<file path="src/rtl/op_io_pkg.sv">
// rtl/op_io_pkg.sv - shared widths, key polarity and prescaler helper for the operator input stage
package op_io_pkg;

    localparam int   OPCODE_W    = 3;
    localparam int   OPREG_W     = 8;
    localparam int   CNT_W       = 8;
    localparam logic KEY_PRESSED = 1'b0;

    function automatic int ms_div(input int freq);
        return freq / 1000;
    endfunction

endpackage

</file>
<file path="src/rtl/key_debouncer.sv">
// rtl/key_debouncer.sv - synchronizes and debounces one active-low key, emitting a press event
module key_debouncer
    import op_io_pkg::*;
#(
    parameter int DEBOUNCE_MS = 20
) (
    input  logic clk,
    input  logic rst_n,
    input  logic tick,
    input  logic raw_n,
    output logic press
);

    localparam logic [CNT_W-1:0] CNT_LAST = CNT_W'(DEBOUNCE_MS - 1);

    logic             r_sync1;
    logic             r_sync2;
    logic             r_stable;
    logic             r_stable_d;
    logic [CNT_W-1:0] r_cnt;

    always_ff @(posedge clk or negedge rst_n) begin
        if (!rst_n) begin
            r_sync1    <= ~KEY_PRESSED;
            r_sync2    <= ~KEY_PRESSED;
            r_stable   <= ~KEY_PRESSED;
            r_stable_d <= ~KEY_PRESSED;
            r_cnt      <= '0;
        end else begin
            r_sync1    <= raw_n;
            r_sync2    <= r_sync1;
            r_stable_d <= r_stable;
            // Any cycle of agreement restarts the count, so bounces never accumulate.
            if (r_sync2 == r_stable) begin
                r_cnt <= '0;
            end else if (tick) begin
                if (r_cnt == CNT_LAST) begin
                    r_stable <= r_sync2;
                    r_cnt    <= '0;
                end else begin
                    r_cnt <= r_cnt + 1'b1;
                end
            end
        end
    end

    assign press = (r_stable == KEY_PRESSED) && (r_stable_d != KEY_PRESSED);

endmodule

</file>
<file path="src/rtl/op_input_ctrl.sv">
// rtl/op_input_ctrl.sv - 1 ms timebase, key debounce, operand latch and opcode stepping for display_driver
module op_input_ctrl
    import op_io_pkg::*;
#(
    parameter int CLK_FREQ_HZ = 50_000_000,
    parameter int DEBOUNCE_MS = 20
) (
    input  logic                clk,
    input  logic                rst_n,
    input  logic [9:0]          SW,
    input  logic                KEY_REG,
    input  logic                KEY_CODE,
    output logic                oneMsPulse,
    output logic [OPREG_W-1:0]  OpReg,
    output logic                ShowOpReg,
    output logic [OPCODE_W-1:0] OpCode,
    output logic                ShowOpCode,
    output logic                dispMode
);

    localparam int                MS_DIV   = ms_div(CLK_FREQ_HZ);
    localparam int                DIV_W    = (MS_DIV > 1) ? $clog2(MS_DIV) : 1;
    localparam logic [DIV_W-1:0]  DIV_LAST = DIV_W'(MS_DIV - 1);

    logic [DIV_W-1:0]    r_div;
    logic                r_one_ms;
    logic [OPREG_W-1:0]  r_sw_s1;
    logic [OPREG_W-1:0]  r_sw_s2;
    logic                r_mode_s1;
    logic                r_mode_s2;
    logic [OPREG_W-1:0]  r_op_reg;
    logic                r_show_reg;
    logic [OPCODE_W-1:0] r_op_code;
    logic                r_show_code;
    logic                r_code_pending;
    logic                w_reg_press;
    logic                w_code_press;
    logic                w_unused_sw8;

    assign w_unused_sw8 = SW[8];

    always_ff @(posedge clk or negedge rst_n) begin
        if (!rst_n) begin
            r_div    <= '0;
            r_one_ms <= 1'b0;
        end else begin
            r_one_ms <= (r_div == DIV_LAST);
            r_div    <= (r_div == DIV_LAST) ? '0 : r_div + 1'b1;
        end
    end

    always_ff @(posedge clk or negedge rst_n) begin
        if (!rst_n) begin
            r_sw_s1   <= '0;
            r_sw_s2   <= '0;
            r_mode_s1 <= 1'b0;
            r_mode_s2 <= 1'b0;
        end else begin
            r_sw_s1   <= SW[7:0];
            r_sw_s2   <= r_sw_s1;
            r_mode_s1 <= SW[9];
            r_mode_s2 <= r_mode_s1;
        end
    end

    key_debouncer #(.DEBOUNCE_MS(DEBOUNCE_MS)) u_key_reg (
        .clk   (clk),
        .rst_n (rst_n),
        .tick  (r_one_ms),
        .raw_n (KEY_REG),
        .press (w_reg_press)
    );

    key_debouncer #(.DEBOUNCE_MS(DEBOUNCE_MS)) u_key_code (
        .clk   (clk),
        .rst_n (rst_n),
        .tick  (r_one_ms),
        .raw_n (KEY_CODE),
        .press (w_code_press)
    );

    // Operand load wins a same-cycle collision; the opcode step is deferred one cycle.
    always_ff @(posedge clk or negedge rst_n) begin
        if (!rst_n) begin
            r_op_reg       <= '0;
            r_show_reg     <= 1'b0;
            r_op_code      <= '0;
            r_show_code    <= 1'b0;
            r_code_pending <= 1'b0;
        end else begin
            r_show_reg  <= 1'b0;
            r_show_code <= 1'b0;
            if (w_reg_press) begin
                r_op_reg   <= r_sw_s2;
                r_show_reg <= 1'b1;
                if (w_code_press) begin
                    r_code_pending <= 1'b1;
                end
            end else if (w_code_press || r_code_pending) begin
                r_op_code      <= r_op_code + 1'b1;
                r_show_code    <= 1'b1;
                r_code_pending <= 1'b0;
            end
        end
    end

    assign oneMsPulse = r_one_ms;
    assign OpReg      = r_op_reg;
    assign ShowOpReg  = r_show_reg;
    assign OpCode     = r_op_code;
    assign ShowOpCode = r_show_code;
    assign dispMode   = r_mode_s2;

endmodule

</file>
<file path="config.mk">
export PLATFORM = sky130hd
export DESIGN_NAME = op_input_ctrl
export DESIGN_NICKNAME = d
export VERILOG_FILES = /design/src/rtl/op_io_pkg.sv /design/src/rtl/key_debouncer.sv /design/src/rtl/op_input_ctrl.sv
export SDC_FILE = /design/constraint.sdc
export NUM_CORES = 1
export LEC_CHECK = 0
export BUFFER_PORTS_ARGS = -buffer_cell sky130_fd_sc_hd__buf_2
export CORE_ASPECT_RATIO = 1.1
export CORE_UTILIZATION = 45
export CTS_BUF_LIST = sky130_fd_sc_hd__clkbuf_8
export CTS_CLUSTER_SIZE = 8
export DETAILED_ROUTE_END_ITERATION = 10
export GPL_TIMING_DRIVEN = 0
export PLACE_DENSITY = 0.73
export SYNTH_ARGS = -nofsm -noshare
export SYNTH_HDL_FRONTEND = slang
export SYNTH_HIERARCHICAL = 1
export SYNTH_SLANG_ARGS = --single-unit
</file>
<file path="constraint.sdc">
create_clock -name clk -period 3.92 [get_ports clk]
set_clock_uncertainty 0.05 [all_clocks]
set_input_delay 0 -clock clk [delete_from_list [all_inputs] [get_ports clk]]
set_output_delay 0 -clock clk [all_outputs]
set_load 0.02 [all_outputs]
</file>
Yosys cells after proc, flatten, opt, wreduce, memory -nomap -nowiden
Cells that the tools add are included.
{"block": "word_totals", "register_bits": 73, "in_bits": 14, "output_inout_bits": 15}
{"block": "classes", "addsub": 4, "n_eq_ne": 6, "n_mux": 13, "bitwise": 5, "reduce_logical": 10}
{"operator": "$mux W8", "count": 6}
{"operator": "$add A16 B1 Y16 const B", "count": 1}
{"operator": "$add A8 B1 Y8 const B", "count": 2}
{"operator": "$eq A16 B16 Y1 const B", "count": 1}
{"operator": "$eq A8 B5 Y1 const B", "count": 2}
{"operator": "$mux W16", "count": 1}
{"operator": "$mux W1", "count": 6}
{"operator": "$reduce_and A3 Y1", "count": 2}
{"operator": "$reduce_bool A2 Y1", "count": 3}
{"operator": "$not A1 Y1", "count": 5}
{"operator": "$reduce_and A2 Y1", "count": 2}
{"operator": "$add A3 B1 Y3 const B", "count": 1}
{"operator": "$eq A1 B1 Y1", "count": 2}
{"operator": "$logic_and A1 B1 Y1", "count": 2}
{"operator": "$ne A2 B2 Y1 const B", "count": 1}
{"operator": "$logic_or A1 B1 Y1", "count": 1}

Depth between registers and ports, before layout
{"block": "logic_depth", "word_depth": 5, "mapped_depth": 5}

Cells and area by module
The synthesis kept the hierarchy.
{"mod": "op_input_ctrl", "n_inst": 1, "cells_each": 123, "area_each_um2": 1752.9}
{"mod": "key_debouncer", "n_inst": 2, "cells_each": 51, "area_each_um2": 560.5}

Worst setup path before layout
Ideal clock, no wire load.
{"block": "synth_timing", "path_kind": "register to register", "startpoint": "register u_key_reg.r_stable", "endpoint": "register r_op_code[1] (netlist: OpCode[1])", "setup_ps": 125, "t_arrival_ps": 1566, "required_ps": 3745, "setup_slack_ps": 2179, "stages_incl_launch_ff": 5, "cell_sequence": "dfstp_2 -> and2b_2 -> clkbuf_1 -> nor2_1 -> mux2_2"}
{"block": "synth_via", "elab_chain_cells": 4}
{"element": "start: declaration", "line_no": "key_debouncer.sv:18", "source": "logic r_stable;"}
{"element": "start signal: assignment", "line_no": "key_debouncer.sv:26", "source": "r_stable <= ~KEY_PRESSED;"}
{"element": "start signal: assignment", "line_no": "key_debouncer.sv:38", "source": "r_stable <= r_sync2;"}
{"element": "$not A1 Y1", "line_no": "key_debouncer.sv:47", "source": "assign press = (r_stable == KEY_PRESSED) && (r_stable_d != KEY_PRESSED);"}
{"element": "$logic_and A1 B1 Y1", "line_no": "key_debouncer.sv:47"}
{"element": "net w_reg_press", "line_no": "op_input_ctrl.sv:36", "source": "logic w_reg_press;"}
{"element": "$not A1 Y1 (no source line)"}
{"element": "$reduce_and A2 Y1 (no source line)"}
{"element": "end signal: assignment", "line_no": "op_input_ctrl.sv:100", "source": "r_op_code <= r_op_code + 1'b1;"}
{"element": "end: declaration", "line_no": "op_input_ctrl.sv:33", "source": "logic [OPCODE_W-1:0] r_op_code;"}
The timed path passes the listed nets, and every way through them passes these cells.
A chain may end at the register's enable or synchronous reset.

Final worst setup path
Same ends and word-level chain as after synthesis.

==> summary.md <==
| Metric | Value |
|---|---|
| Run status | `finished, final reports clean` |
| Chip height | `roughly 86 um` |
| Post-synth top cells | `dfrtp_1 (65), nor2_1 (27), nand2_1 (17), xor2_1 (14)` |
| Max stage delay on crit path | `between 0.5 and 0.6 ns` |
| CTS sink count | `73` |
| Critical path arrival | `2.11 ns` |
| Synthesized area per cell | `between 10 and 15 sq um` |
| Post-synthesis sequential area ratio | `0.639` |
| Min Tclk post-route | `1.92 ns` |
| Grt ovf | `0` |
| Worst-Margin Slew | `0.869 ns` |
| Final net count | `293` |
| Leakage power | `1.58 nW` |
| Setup bufs post-CTS | `0` |
| Site Rows | `30` |
| CP Capture Type | `register` |
| TritonCTS clock tree | `built` |
| Total power | `around 1.4 mW` |
| Number of global-route vias before repair | `1828` |
| Post-DP HPWL | `2820 um` |
| Avg WL per Cell | `~13 um` |
| Worst-path maximum fanout | `10` |
| Slowest CP cell | `dfstp_2` |
| Maximum Capacitance Violations | `0` |
| Routed wire length | `4550 um` |
| Power density cells | `408 nW/um^2` |
| Final period util | `0.490` |
| Setup Crit Path Kind | `reg -> reg` |
| Dominant cell by count in the synthesized netlist | `dfrtp_1` |
| Final Max Tran Viols | `0` |
| Clk pin slew, worst setup/hold paths | `0.08 ns` |
| DRC viols | `0` |
| Drt via density | `5.04` |
| Setup TNS | `0 ns` |
| DRT Pass-1 Iters | `4` |
| CP cell instances | `and2b_2, clkbuf_1, nor2_1, mux2_2` |
| Skew-Pair Late Insertion Delay | `between 0.3 and 0.4 ns` |
| CTS buffer count | `9` |
| RSZ-0062 raised after global routing | `false` |
| Mapped Cells | `225` |
| Fmax | `0.521 GHz` |
| Max VDD drop | `323 uV` |
| GRT Total Usage | `0.161` |
| Starting Density | `0.467` |
| Die W | `78.2 um` |
| Synth top area share | `0.566` |
| Crit path required time | `4.11 ns` |
| Initial antenna violation count | `0` |
| Hold Vio Cnt, Final | `0` |
| Largest net degree at the start of global routing | `74` |
| Post-synth EDFFs | `0` |
| Antenna viol nets, final | `0` |
| H-tree depth | `3` |
| Boundary pin count | `29` |
| Distinct cells, synth | `32` |
| Share of cells above drive strength 1 | `0.254` |
| PortBufs | `27` |
| Cell taking the most area after synthesis | `dfrtp_1` |
| Synthesis-stage register bit count | `73` |
| Setup-failing EPs final | `0` |
| Dominant synthesized flop cell | `dfrtp_1` |
| Ant diodes | `0` |
| CTS Buffer Depth | `2` |
| 1st-iter DRT viols | `81` |
| Routability Congestion | `0.758` |
| Yosys warns | `6` |
| Cell Area, Synth | `between 2000 and 3000 sq um` |
| Die area | `around 6700 sq um` |
| Post-synth ARST share | `1.00` |
| Largest cells by area after synthesis | `dfrtp_1 (57%), dfstp_2 (7.3%), xor2_1 (4.3%)` |
| Syn Nets | `243` |
| Hold WC Path Type | `in -> reg` |
| Area Growth Syn to Fin | `19.5%` |
| Critical Path Start Type | `register` |
| First-pass GRT wire length | `8240 um` |
| Routed via count | `1814` |
| CTS Root Buffer Type | `clkbuf_8` |
| Max transition margin | `0.421` |
| Core Region | `6160 sq um` |
==> worst max-delay path: cells and delay by family (launching register included) <==
family                 cells  cell delay (ns)
muxes                      1             0.38
buffers and inverters      1             0.26
DFF                        1             0.57
and+or+nand+nor            2             0.56
==> flip-flops by register name (all words and copies together) (netlist names), 3 cells and up <==
name	count
r_sw_s1	8
OpCode	3
u_key_code/r_cnt	8
u_key_reg/r_cnt	8
r_div	16
OpReg	8
r_sw_s2	8
==> per-layer routing <==
metal  share of wire  routed length, um  track usage  vias up
li1                -                  -            -      883
met1            0.46               2090        0.198      892
met2            0.48               2210        0.259       31
met3           0.037                170       0.0436        8
met4           0.019                 86       0.0909        0
met5               0                  0            0        -
==> final cells by class <==
type | count | area (sq um)
Clock inverter | 6 | 66.3
Buffer | 4 | 31.3
Clock buffer | 10 | 138
Inverter | 3 | 11.3
Timing Repair Buffer | 39 | 258
Fill cell | 526 | 2720
Multi-Input combinational cell | 145 | 995
Tap cell | 80 | 100
Sequential cell | 73 | 1840
==> worst paths after layout <==
kind | from | endpoint | slack [ns] | cells after the start
worst max register to register | u_key_reg/r_stable$_DFFE_PN1P_ | OpCode[1]$_DFFE_PN0P_ | 2.00 | 4
worst max-delay path | u_key_reg/r_stable$_DFFE_PN1P_ | OpCode[1]$_DFFE_PN0P_ | 2.00 | 4
min in group asynchronous | rst_n | OpCode[2]$_DFFE_PN0P_ | 0.26 | 2
worst min-delay path | SW[5] | r_sw_s1[5]$_DFF_PN0_ | 0.23 | 2
worst min register to register | r_sw_s1[1]$_DFF_PN0_ | r_sw_s2[1]$_DFF_PN0_ | 0.30 | 0
max in group asynchronous | rst_n | r_div[1]$_DFF_PN0_ | 2.99 | 2
==> layout by cell type (no fill, tap or decap), drive strengths merged, types with 2 or more instances in the layout <==
cell / instances
nor4: 5
nor2b: 2
and3: 4
clkinvlp: 3
and2b: 2
ha: 4
o21bai: 2
buf: 29
o21ai: 2
mux2: 11
dfstp: 8
nor2: 27
xor2: 14
o2111ai: 6
nor3: 5
clkbuf: 12
dlygate4sd3: 12
nand3b: 2
or3: 2
a21oi: 8
nand4: 10
dfrtp: 65
xnor2: 12
nand3: 7
inv: 4
nand2: 17
==> cells by family after synthesis <==
group / share of synthesized area
xor gates and xnor gates: 0.0845
and+or+nand+nor: 0.156
buffers and inverters: 0.0148
AOI/OAI and AO/OA: 0.0453
DFF: 0.639
adders and majority gates: 0.0174
muxes: 0.0431
==> stage by stage <==
step	instance area, sq um	util	instances	worst slack [ns]	hold WS, ns
CTS	3440	0.558	360	1.97	0.220
floorplan	2870	-	225	2.18	-0.346
global placement	3110	0.505	332	2.00	0.0552
detailed placement	3110	0.505	332	1.98	0.0593
finish	3440	0.558	360	2.00	0.235
global route	3440	0.558	360	1.86	0.225
==> what timing repair did <==
item | CTS | global route
endpoints found under the hold margin | 76 | 0
hold buffers | 12 | 0
gates resized for setup | 0 | 0
==> where the power goes <==
group          total [mW]  switching (mW)  internal (mW)
clock network       0.595           0.283          0.312
registers           0.769         0.00358          0.766
logic              0.0357          0.0212         0.0145
Power figures use the tool's default switching activity.
